==> src/rtl/gencon_pkg.sv <==
// Shared types and constants for the gencon calculator controller: FSM states, keypad codes,
// the operand limit and the decimal-accumulate helper.
package gencon_pkg;

    typedef enum logic [2:0] {
        GET_FIRST_NUM,
        GET_SECOND_NUM,
        WAIT_ALU,
        WRITE_MEM,
        READ_MEM,
        DONE
    } gencon_state_e;

    localparam logic [3:0] KEY_NONE = 4'h0;
    localparam logic [3:0] KEY_ZERO = 4'hA;
    localparam logic [3:0] KEY_NEG  = 4'hB;

    localparam int unsigned MAX_OPERAND = 32767;

    // Returns {accepted, new_operand}; the magnitude grows by one decimal digit, sign is kept.
    function automatic logic [16:0] acc_digit(input logic [15:0] operand,
                                              input logic [3:0]  digit);
        logic [15:0] mag;
        logic [19:0] prod;
        logic [15:0] neg_prod;
        mag      = operand[15] ? 16'(-operand) : operand;
        prod     = {4'b0, mag} * 20'd10 + {16'b0, digit};
        neg_prod = 16'(-prod[15:0]);
        if (prod <= 20'(MAX_OPERAND)) begin
            return {1'b1, operand[15] ? neg_prod : prod[15:0]};
        end
        return {1'b0, operand};
    endfunction

endpackage

==> src/rtl/gencon_keypad_dec.sv <==
// Keypad edge detect and decode: a key counts once when it appears or changes.
// Negate key (0xB) is decoded only when GENCON_NEG_KEY_EN is defined.
module gencon_keypad_dec
    import gencon_pkg::*;
(
    input  logic       clk,
    input  logic       reset,
    input  logic [3:0] keypad_input,
    output logic       digit_valid,
    output logic [3:0] digit_value,
    output logic       neg_valid
);

    logic [3:0] key_prev;
    logic       key_new;

    always_ff @(posedge clk) begin
        if (reset) begin
            key_prev <= KEY_NONE;
        end else begin
            key_prev <= keypad_input;
        end
    end

    assign key_new = (keypad_input != KEY_NONE) && (keypad_input != key_prev);

    always_comb begin
        digit_valid = key_new && (keypad_input <= KEY_ZERO);
        digit_value = (keypad_input == KEY_ZERO) ? 4'd0 : keypad_input;
`ifdef GENCON_NEG_KEY_EN
        neg_valid   = key_new && (keypad_input == KEY_NEG);
`else
        neg_valid   = 1'b0;
`endif
    end

endmodule

==> src/rtl/gencon.sv <==
// Calculator controller: collects two operands from a keypad, runs the ALU, stores the result
// in a 16-entry memory and reads it back for display. Optional macro: GENCON_NEG_KEY_EN.
module gencon
    import gencon_pkg::*;
(
    input  logic        clk,
    input  logic        reset,
    input  logic [3:0]  keypad_input,
    input  logic        operator_input,
    input  logic        equal_input,
    input  logic [15:0] ALU_out,
    input  logic        ALU_finish,
    input  logic [15:0] data,
    output logic [15:0] ALU_in1,
    output logic [15:0] ALU_in2,
    output logic        start_calc,
    output logic [15:0] display_output,
    output logic        complete,
    output logic        we,
    output logic        oe,
    output logic [3:0]  mem_addr,
    output logic [15:0] mem_data
);

    gencon_state_e state;
    logic [15:0]   result;
    logic [3:0]    ptr;
    logic          op_prev;
    logic          eq_prev;
    logic          rd_capture;

    logic          digit_valid;
    logic [3:0]    digit_value;
    logic          neg_valid;
    logic          op_rise;
    logic          eq_rise;
    logic [16:0]   acc1;
    logic [16:0]   acc2;
    logic [15:0]   in1_neg;
    logic [15:0]   in2_neg;

    gencon_keypad_dec u_keypad_dec (
        .clk          (clk),
        .reset        (reset),
        .keypad_input (keypad_input),
        .digit_valid  (digit_valid),
        .digit_value  (digit_value),
        .neg_valid    (neg_valid)
    );

    assign op_rise = operator_input & ~op_prev;
    assign eq_rise = equal_input & ~eq_prev;
    assign acc1    = acc_digit(ALU_in1, digit_value);
    assign acc2    = acc_digit(ALU_in2, digit_value);
    assign in1_neg = -ALU_in1;
    assign in2_neg = -ALU_in2;

    always_ff @(posedge clk) begin
        if (reset) begin
            state          <= GET_FIRST_NUM;
            ALU_in1        <= '0;
            ALU_in2        <= '0;
            start_calc     <= 1'b0;
            display_output <= '0;
            complete       <= 1'b0;
            we             <= 1'b0;
            oe             <= 1'b0;
            mem_addr       <= '0;
            mem_data       <= '0;
            result         <= '0;
            ptr            <= '0;
            op_prev        <= 1'b0;
            eq_prev        <= 1'b0;
            rd_capture     <= 1'b0;
        end else begin
            op_prev <= operator_input;
            eq_prev <= equal_input;
            case (state)
                GET_FIRST_NUM: begin
                    if (op_rise) begin
                        state          <= GET_SECOND_NUM;
                        ALU_in2        <= '0;
                        display_output <= '0;
                    end else if (digit_valid) begin
                        if (acc1[16]) begin
                            ALU_in1        <= acc1[15:0];
                            display_output <= acc1[15:0];
                        end
                    end else if (neg_valid) begin
                        ALU_in1        <= in1_neg;
                        display_output <= in1_neg;
                    end
                end
                GET_SECOND_NUM: begin
                    if (eq_rise) begin
                        state      <= WAIT_ALU;
                        start_calc <= 1'b1;
                    end else if (digit_valid) begin
                        if (acc2[16]) begin
                            ALU_in2        <= acc2[15:0];
                            display_output <= acc2[15:0];
                        end
                    end else if (neg_valid) begin
                        ALU_in2        <= in2_neg;
                        display_output <= in2_neg;
                    end
                end
                WAIT_ALU: begin
                    // A finish seen alongside the start pulse belongs to an older request.
                    if (start_calc) begin
                        start_calc <= 1'b0;
                    end else if (ALU_finish) begin
                        state    <= WRITE_MEM;
                        result   <= ALU_out;
                        we       <= 1'b1;
                        mem_addr <= ptr;
                        mem_data <= ALU_out;
                    end
                end
                WRITE_MEM: begin
                    state    <= READ_MEM;
                    we       <= 1'b0;
                    oe       <= 1'b1;
                    mem_addr <= ptr;
                end
                READ_MEM: begin
                    state      <= DONE;
                    oe         <= 1'b0;
                    ptr        <= ptr + 4'd1;
                    complete   <= 1'b1;
                    rd_capture <= 1'b1;
                end
                DONE: begin
                    // Read data arrives one cycle after oe, i.e. during the first DONE cycle.
                    rd_capture <= 1'b0;
                    if (rd_capture) begin
                        display_output <= data;
                    end
                    if (op_rise) begin
                        state          <= GET_SECOND_NUM;
                        complete       <= 1'b0;
                        ALU_in1        <= result;
                        ALU_in2        <= '0;
                        display_output <= '0;
                    end else if (digit_valid) begin
                        state          <= GET_FIRST_NUM;
                        complete       <= 1'b0;
                        ALU_in1        <= {12'b0, digit_value};
                        ALU_in2        <= '0;
                        display_output <= {12'b0, digit_value};
                    end
                end
                default: state <= GET_FIRST_NUM;
            endcase
        end
    end

endmodule

==> config.mk <==
export PLATFORM = sky130hd
export DESIGN_NAME = gencon
export DESIGN_NICKNAME = d
export VERILOG_FILES = /design/src/rtl/gencon_pkg.sv /design/src/rtl/gencon_keypad_dec.sv /design/src/rtl/gencon.sv
export SDC_FILE = /design/constraint.sdc
export NUM_CORES = 1
export LEC_CHECK = 0
export CORE_MARGIN = 2
export CORE_UTILIZATION = 52
export CTS_CLUSTER_DIAMETER = 30
export DETAILED_ROUTE_END_ITERATION = 6
export PLACE_DENSITY = 0.79
export RECOVER_POWER = 50
export SETUP_SLACK_MARGIN = 0.3
export SYNTH_ARGS = -nofsm -noshare
export SYNTH_HDL_FRONTEND = slang
export SYNTH_SLANG_ARGS = --single-unit
==> constraint.sdc <==
create_clock -name clk -period 5.34 [get_ports clk]
set_input_delay 0.801 -clock clk [delete_from_list [all_inputs] [get_ports clk]]
set_output_delay 0.801 -clock clk [all_outputs]
set_load 0.01 [all_outputs]
==> results.toml, run 1 <==
[power_and_ir_drop]
peakVddDrop_v = 0.000345
p_per_area_nw_per_um2 = 441
p_leak_nw = 4.85
power_mw = 5.14

[timing]
period_share_pct = 96.4
max_slew_margin_pct = 15.1
finClkSkew_ps = 8.62
hold_slack_ps = 490
setup_viol = 0
rsz0062_at_grt = "true"
tightestPinTransition_ps = 1270
final-hold-violation-count = 0
slew_violations = 0
fin_crit_ps = 5150
max_clock_freq_mhz = 194

[synthesis]
async_flop_share_pct = 0
synth.most_common_cell = "nor2_1"
synthMuxAreaShare_pct = 6.55
yosys.area.top_type = "dfxtp_1"
yosysSeqAreaShare_pct = 20.3
synth_area_leaders = "dfxtp_1, ha_1, xnor2_1"
yosys.area_share.simple_pct = 22.9
synth_top_area_share_pct = 20.3
synth_cells = 1073
synth_cell_types = 92
synth_compound_area_share_pct = 23.3
synth-edff-count = 0
synth_ff_type = "dfxtp_1"
syn_area_sq_um = 8460
yosys_warnings = 0
synth_top_family_by_area = "compound AO/OA/AOI/OAI gates"
syn_nets = 1182
synth-xor-area-share_pct = 11.5
ys_seq_elements = 86
synthAdderAreaFrac_pct = 10.4
netlist_top_cells_count = "nor2_1, nand2_1, dfxtp_1, xnor2_1, a21oi_1"
synth_area_per_cell_sq_um = 7.89

[setup_path]
worst_ep_arrival_time_ps = 5390
worst-path-stages = 17
crit_buf_inv = 2
cp-start-kind = "register"
cp-startpoint = "ALU_in2[3]"
crit_type = "register to register"
worstSetupEndpointType = "register"
path_delay_family = "simple AND/OR/NAND/NOR gates"
r2r_cells = 17
critPathMaxStageDelay_ps = 590
cp_max_fo = 5
crit_slowest_cell = "or4b_4"
path_cells = "or4_4 > or4b_4 > o31ai_4 > xnor2_2 > ha_1 > ha_4 > a21oi_4 > nand4_1 > and3_4 > or4_4 > o211a_1 > o21a_2 > buf_6 > buf_6 > mux2i_2 > or3_1 > a21oi_1"
r2r_start = "ALU_in2[3]"
worstPathRequired_ps = 5580

[place]
place.gp.congestion = 0.978
numPortBuffers = 112
dp_hpwl_um = 20500

[clock_network]
hold_buffers = 0
clock_path_buffers = 2
htreeDepth = 3
cts_buffers = 9
cts_root_buffer = "clkbuf_16"
insertion_delay_ps = 340
cts_tree = "yes"
clock-sinks = 86
clk_pin_slew_ps = 70

[global_routing]
antenna_found_initial = 0
grt_max_degree = 65
grt_pass1_vias = 8165
track_usage_pct = 29.7
grt_overflow = 0
grt_pass1_wl_um = 42400

[die]
initial_core_util_pct = 53.3
ios = 113
num_rows = 46
die_area_sq_um = 17300
die_w_um = 132
core_sq_um = 15900
die_h_um = 132

[final_layout]
fillers = 1199
fin_nets = 1363
fin_util_pct = 73.3
drive_above_1_share_pct = 23.5
area_growth_pct = 37.7
num_antenna_cells = 0

[min_path]
holdPathStages = 2
hold_class = "register to register"
hold_start = "complete"

[route]
viasPerCell = 6.26
drtPass1Iterations = 6
drt_iter0_markers = 1003
drtAntennaViolNets = 0
drc = 0
wirelength_um = 28700
vias = 9234
wl_per_cell_um = 19.4

[job]
drv_cap = 0

[status]
status = "completed"
[layout by cell type, fill, tap and decap left out, types with 17 or more instances in the layout]
master,Yosys,layout
clkdlybuf4s50_1,0,48
dfxtp_1,86,79
xor2_1,29,28
dlygate4sd3_1,0,63
nor3_1,20,19
inv_1,39,38
xnor2_1,74,55
a21oi_1,70,66
nand2b_1,20,18
nand3_1,40,36
nor2_1,99,97
nand2_1,91,88
xnor2_2,0,17
mux2i_1,40,36
o21ai_0,37,27
buf_4,2,110
ha_1,64,47
[cells by family (layout without fill, tap and decap cells)]
logic type	Yosys count	count (layout)
adders and majority gates	68	68
xor gates and xnor gates	106	106
AOI/OAI and AO/OA	279	279
muxes	53	53
DFF	86	86
buffers and inverters	100	286
and+or+nand+nor	381	381
[cell type report]
| cell class | count | area [sq um] | share of cell area (%) |
|---|---|---|---|
| clock buffers | 10 | 229 | 1.97 |
| clock inverters | 6 | 118 | 1.01 |
| inverters | 41 | 154 | 1.32 |
| multi-input cells | 887 | 7140 | 61.3 |
| flip-flops and latches | 86 | 1740 | 14.9 |
| well taps | 216 | 270 | 2.32 |
| repair buffers | 229 | 2010 | 17.2 |
[final timing paths]
path | to | slack (ps)
min reg2reg | complete | 490
min | complete | 490
max reg2reg | ALU_in2[4] | 190
max | ALU_in2[4] | 190
[worst register-to-register path, stage by stage (launching register included)]
cell and delay [ps]:
dfxtp_2 320, or4_4 570, or4b_4 590, o31ai_4 220, xnor2_2 110, ha_1 350
ha_4 270, a21oi_4 180, nand4_1 130, and3_4 220, or4_4 560, o211a_1 250
o21a_2 260, buf_6 150, buf_6 110, mux2i_2 150, or3_1 360, a21oi_1 250
[state kept, by name (all words and copies together) (netlist names)]
name                   cells
eq_prev                    1
u_keypad_dec.key_prev      4
ALU_in2                   16
complete                   1
display_output            16
start_calc                 1
op_prev                    1
rd_capture                 1
ptr                        4
result                    16
state                      3
oe                         1
ALU_in1                   16
mem_addr                   4
we                         1
[layer usage]
metal  global-route usage (%)  part of all wire [%]
met4                     8.82                   2.8
met1                     41.7                    44
met5                        0                     0
met3                     5.21                   8.1
met2                     46.5                    45
[timing repair]
action	4_1_cts	5_1_grt
setup endpoints to repair	40	48
resized for setup	26	142
gates cloned	0	1
buffers inserted	7	26
pin swaps	8	39
[power breakdown]
| part | switching (mW) | internal (mW) | total [mW] |
|---|---|---|---|
| Sequential | 0.136 | 0.750 | 0.886 |
| Combinational | 1.89 | 1.62 | 3.50 |
| Clock | 0.284 | 0.463 | 0.747 |
| Total | 2.31 | 2.83 | 5.14 |
[through the flow]
| stage | TNS, ps | worst slack (ps) | area [sq um] | std cells |
|---|---|---|---|---|
| finish | 0 | 191 | 11700 | 1475 |
| global route | 0 | 28.6 | 11700 | 1475 |
| CTS | 0 | 257 | 10700 | 1448 |
| detailed placement | -19.6 | -12.6 | 10200 | 1425 |
| global placement | 0 | 83.6 | 10200 | 1425 |
| floorplan | 0 | 304 | 8510 | 1073 |
(Power assumes the default switching activity.)
==> run 2: changes to the inputs <==
- CORE_UTILIZATION: 52 -> 57
- PLACE_DENSITY: 0.79 -> 0.82
- clock period: 5.34 -> 5.2 ns (I/O delays scaled with it)
==> run 2 against run 1 <==
The run now ends with setup timing left. Critical path type unchanged. Critical endpoint is now display_output[9]. Combinational power rose by 11%. Highest routed layer unchanged. First-iteration DRC count increased by 45%. Critical path depth is the same.
==> results.toml, run 2 (synthesized netlist as in run 1, its figures left out) <==
[status]
status = "finished, violations left"
violations = "setup timing"

[die]
die_area_sq_um = 15800
die_h_um = 126
ios = 113
initial_core_util_pct = 58.2
core_sq_um = 14500
num_rows = 44
die_w_um = 126

[setup_path]
worstSetupEndpointType = "register"
crit_type = "register to register"
worstPathRequired_ps = 5430
cp_max_fo = 4
rrSetupSlack_ps = -120
cp-start-kind = "register"
worst_ep_arrival_time_ps = 5550

[route]
wl_per_cell_um = 21.3
drt_iter0_markers = 1451
viasPerCell = 6.63
wirelength_um = 31000
drtPass1Iterations = 5
vias = 9672
drc = 0
drtAntennaViolNets = 0

[clock_network]
cts_buffers = 9
cts_tree = "yes"
cts_root_buffer = "clkbuf_16"
hold_buffers = 0
clock-sinks = 86
insertion_delay_ps = 360
htreeDepth = 3
clock_path_buffers = 2
clk_pin_slew_ps = 80

[timing]
tightestPinTransition_ps = 1400
finClkSkew_ps = 15.0
period_share_pct = 102
rsz0062_at_grt = "true"
max_clock_freq_mhz = 188
slew_violations = 0
fin_crit_ps = 5320
final-hold-violation-count = 0
max_slew_margin_pct = 6.47
fin_ws_ps = -123
setup_viol = 1

[final_layout]
area_growth_pct = 40.6
final_cells = 1459
final_common_cell = "buf_4"
drive_above_1_share_pct = 26.3
final_cell_mix = "buf_4, nor2_1, nand2_1, dfxtp_1, dlygate4sd3_1"
fin_nets = 1379
fin_util_pct = 81.8
num_antenna_cells = 0

[global_routing]
antenna_found_initial = 0
grt_max_degree = 62
grt_pass1_vias = 8252
grt_overflow = 0
track_usage_pct = 32.3
grt_pass1_wl_um = 42100

[power_and_ir_drop]
peakVddDrop_v = 0.000408
p_per_area_nw_per_um2 = 460
p_leak_nw = 4.93
power_mw = 5.47

[place]
placedCellCount = 1398
place_ws_ps = -114
dp_hpwl_um = 20200
numPortBuffers = 112
place.gp.congestion = 0.950

[min_path]
hold_class = "register to register"

[job]
drv_cap = 0
-- run 2: layer usage --
metal / part of all wire (%) / vias up / GRT usage, %
met3: 10 / 138 / 4.63
met2: 44 / 663 / 50.2
met5: 0 / - / 0
li1: - / 4355 / -
met1: 41 / 4516 / 46.4
met4: 4.4 / 0 / 10.1
-- run 2: final timing paths --
check,from,endpoint,cells after the start
max,ALU_in2[3],display_output[9],17
min,ALU_in2[1],ALU_in2[1],2
max reg2reg,ALU_in2[3],display_output[9],17
min reg2reg,ALU_in2[1],ALU_in2[1],2
-- run 2: per-stage QoR --
step	instance area (sq um)	hold WS, ps	setup TNS (ps)
3_5_place_dp	10300	488	-518
4_1_cts	10900	503	0
2_1_floorplan	8560	458	0
6_report	11900	481	-123
3_3_place_gp	10300	485	-58.9
5_1_grt	11900	504	-617
-- run 2: critical path, stage by stage (launching register included) --
cell	delay (ps)
dfxtp_2	320
or4_4	570
or4b_4	560
o21ai_4	190
xnor2_2	100
ha_1	340
ha_4	300
buf_6	90
nand4_1	120
o21ai_2	260
xnor2_2	110
or4_4	580
nor4_4	340
o21a_4	210
buf_6	110
mux2_4	320
a222oi_1	500
a211oi_1	150
-- run 2: repair_timing --
action                                 CTS  global route
resized for setup                       48           159
cloned                                   0             6
setup endpoints to repair               43            48
endpoints found under the hold margin    0             0
pin swaps                               16            75
buffers inserted                        10            29
-- run 2: area by class of cell --
cell class                      instances  area [sq um]
Clock buffer                           10           239
Clock inverter                          6          68.8
Fill cell                             894          2640
Inverter                               41           154
Multi-Input combinational cell        889          7300
Sequential cell                        86          1730
Tap cell                              184           230
Timing Repair Buffer                  243          2180
-- run 2: where the power goes --
part | switching [mW] | leakage [nW] | internal (mW)
Clock | 0.296 | 0.149 | 0.388
Sequential | 0.119 | 0.703 | 0.770
Combinational | 2.13 | 4.07 | 1.77
==> run 3: changes to the inputs <==
- PLACE_DENSITY: 0.82 -> default
- PLACE_DENSITY_LB_ADDON: default -> 0.05
==> run 3 against run 2 <==
The flow finishes with violations (capacitance limit, slew limit, setup timing). Sequential power rose by 0.4%. Routed wire length grew 3.5%. Critical path depth grew 1. Utilization up 3.2 points. Combinational power rose by 5.9%. Clock skew decreased by 7.8 ps. Sequential share of layout area is 0.55 points lower. Global-route usage is 1.8 points higher. Worst hold slack better by 16 ps. Via count rose by 2.3%. Design area grew 4.0%.
==> results.toml, run 3 (synthesized netlist as in run 1, its figures left out) <==
[clock_network]
cts_buffers = 9
cts_tree = "yes"
insertion_delay_ps = 350
cts_root_buffer = "clkbuf_16"
clock_path_buffers = 2
hold_buffers = 0
clock-sinks = 86
htreeDepth = 3
clk_pin_slew_ps = 70

[die]
initial_core_util_pct = 58.2
die_h_um = 126
die_area_sq_um = 15800
die_w_um = 126
core_sq_um = 14500
ios = 113
num_rows = 44

[route]
vias = 9899
viasPerCell = 6.62
drtAntennaViolNets = 0
wl_per_cell_um = 21.5
drt_iter0_markers = 1076
drc = 0
wirelength_um = 32100
drtPass1Iterations = 7

[timing]
tightestPinTransition_ps = 2310
fin_ws_ps = -58.7
fin_tns_setup_ps = -69.9
finClkSkew_ps = 7.26
fin_crit_ps = 5260
period_share_pct = 101
rsz0062_at_grt = "true"
max_slew_margin_pct = -53.9
hold_slack_ps = 497
max_clock_freq_mhz = 190
setup_viol = 3
slew_violations = 91
final-hold-violation-count = 0

[power_and_ir_drop]
p_leak_nw = 5.16
p_clk_share_pct = 11.2
p_sw_mw = 2.61
peakVddDrop_v = 0.000269
sequentialPowerShare_pct = 15.8
p_per_area_nw_per_um2 = 457
netSwitchingFraction_pct = 46.2
pwr-share-comb_pct = 73.0
internal_power_mw = 3.04
power_mw = 5.65

[setup_path]
worstSetupEndpointType = "register"
cp_max_fo = 6
r2r_cells = 18
cp-start-kind = "register"
crit_type = "register to register"
worstPathRequired_ps = 5420
worst_ep_arrival_time_ps = 5480

[global_routing]
grt_overflow = 0
grt_max_degree = 54
grt_pass1_wl_um = 44100
grt_pass1_vias = 8646
antenna_found_initial = 0
track_usage_pct = 34.1

[final_layout]
fillers = 869
ff_latch_area_sq_um = 1730
drive_above_1_share_pct = 29.9
fin_nets = 1415
num_antenna_cells = 0
multiInputGateArea_sq_um = 7490
final_cells = 1495
final_common_cell = "buf_4"
area_growth_pct = 46.1
final_cell_mix = "buf_4, nor2_1, nand2_1, dfxtp_1, a21oi_1"

[job]
drv_cap = 2

[place]
placedCellCount = 1424
place.gp.congestion = 1.01
numPortBuffers = 112
dp_hpwl_um = 20800

[min_path]
hold_class = "register to register"
holdPathStages = 2

[status]
violations = "capacitance limit, slew limit, setup timing"
status = "finished, violations left"
[run 3: cell types whose count changed in the layout (fill, tap and decap cells not counted), moves of 4 or more]
cell,previous run,this run
a21oi_1,53,61
xnor2_2,14,21
ha_1,48,42
mux2i_1,36,32
buf_4,107,142
ha_4,10,17
xnor2_1,59,51
a21oi_4,7,2
[run 3: stage by stage]
stage                     instance area, sq um  util [%]  setup slack, ps
final                                    12400      85.1            -58.7
after detailed placement                 10500      72.1             -229
after global routing                     12400      85.1             -105
after floorplan                           8560         -              302
after global placement                   10500      72.1             -141
after CTS                                11300      77.7              295
[run 3: power groups by stage]
stage,clock [mW],sequential [mW],combinational [mW]
2_1_floorplan,0,0.897,2.05
6_report,0.632,0.893,4.12
3_3_place_gp,0,0.885,3.08
4_1_cts,0.631,0.878,3.35
5_1_grt,0.653,0.900,4.34
3_5_place_dp,0,0.887,3.13
[run 3: per-layer routing]
layer	vias to the layer above	wire length (um)	part of all wire, %	track usage, %
met2	712	14700	46	54.5
li1	4411	-	-	-
met3	153	3230	10	5.86
met1	4623	12700	40	47.5
met5	-	0	0	0
met4	0	1480	4.6	9.89
[run 3: area by class of cell]
type                    instances  area share [%]
well taps                     184            1.86
inverters                      41            1.24
flip-flops and latches         86            14.0
multi-input cells             887            60.6
clock buffers                  10            1.85
repair buffers                281            20.0
clock inverters                 6           0.425
[run 3: timing repair]
action	4_1_cts	5_1_grt
resized for setup	71	165
gates cloned	0	3
buffers inserted	21	31
pin swaps	39	88
setup endpoints to repair	45	48
endpoints found under the hold margin	0	0
[run 3: worst paths after layout]
| check | start | end | slack (ps) |
|---|---|---|---|
| worst max-delay path | ALU_in2[3] | display_output[15] | -60 |
| worst min-delay path | complete | complete | 500 |
| worst max register to register | ALU_in2[3] | display_output[15] | -60 |
| worst min register to register | complete | complete | 500 |
[run 3: worst max-delay path, stage by stage, from the launching register on]
cell	delay, ps
dfxtp_2	320
or4_4	550
or4b_4	570
o21ai_4	190
xnor2_2	180
ha_4	260
ha_4	280
buf_6	90
nand4_1	180
o21ai_2	300
xnor2_2	130
or4_4	570
o211a_4	290
o21a_4	250
buf_6	140
buf_4	130
a31oi_2	200
a22oi_1	120
a311oi_1	380
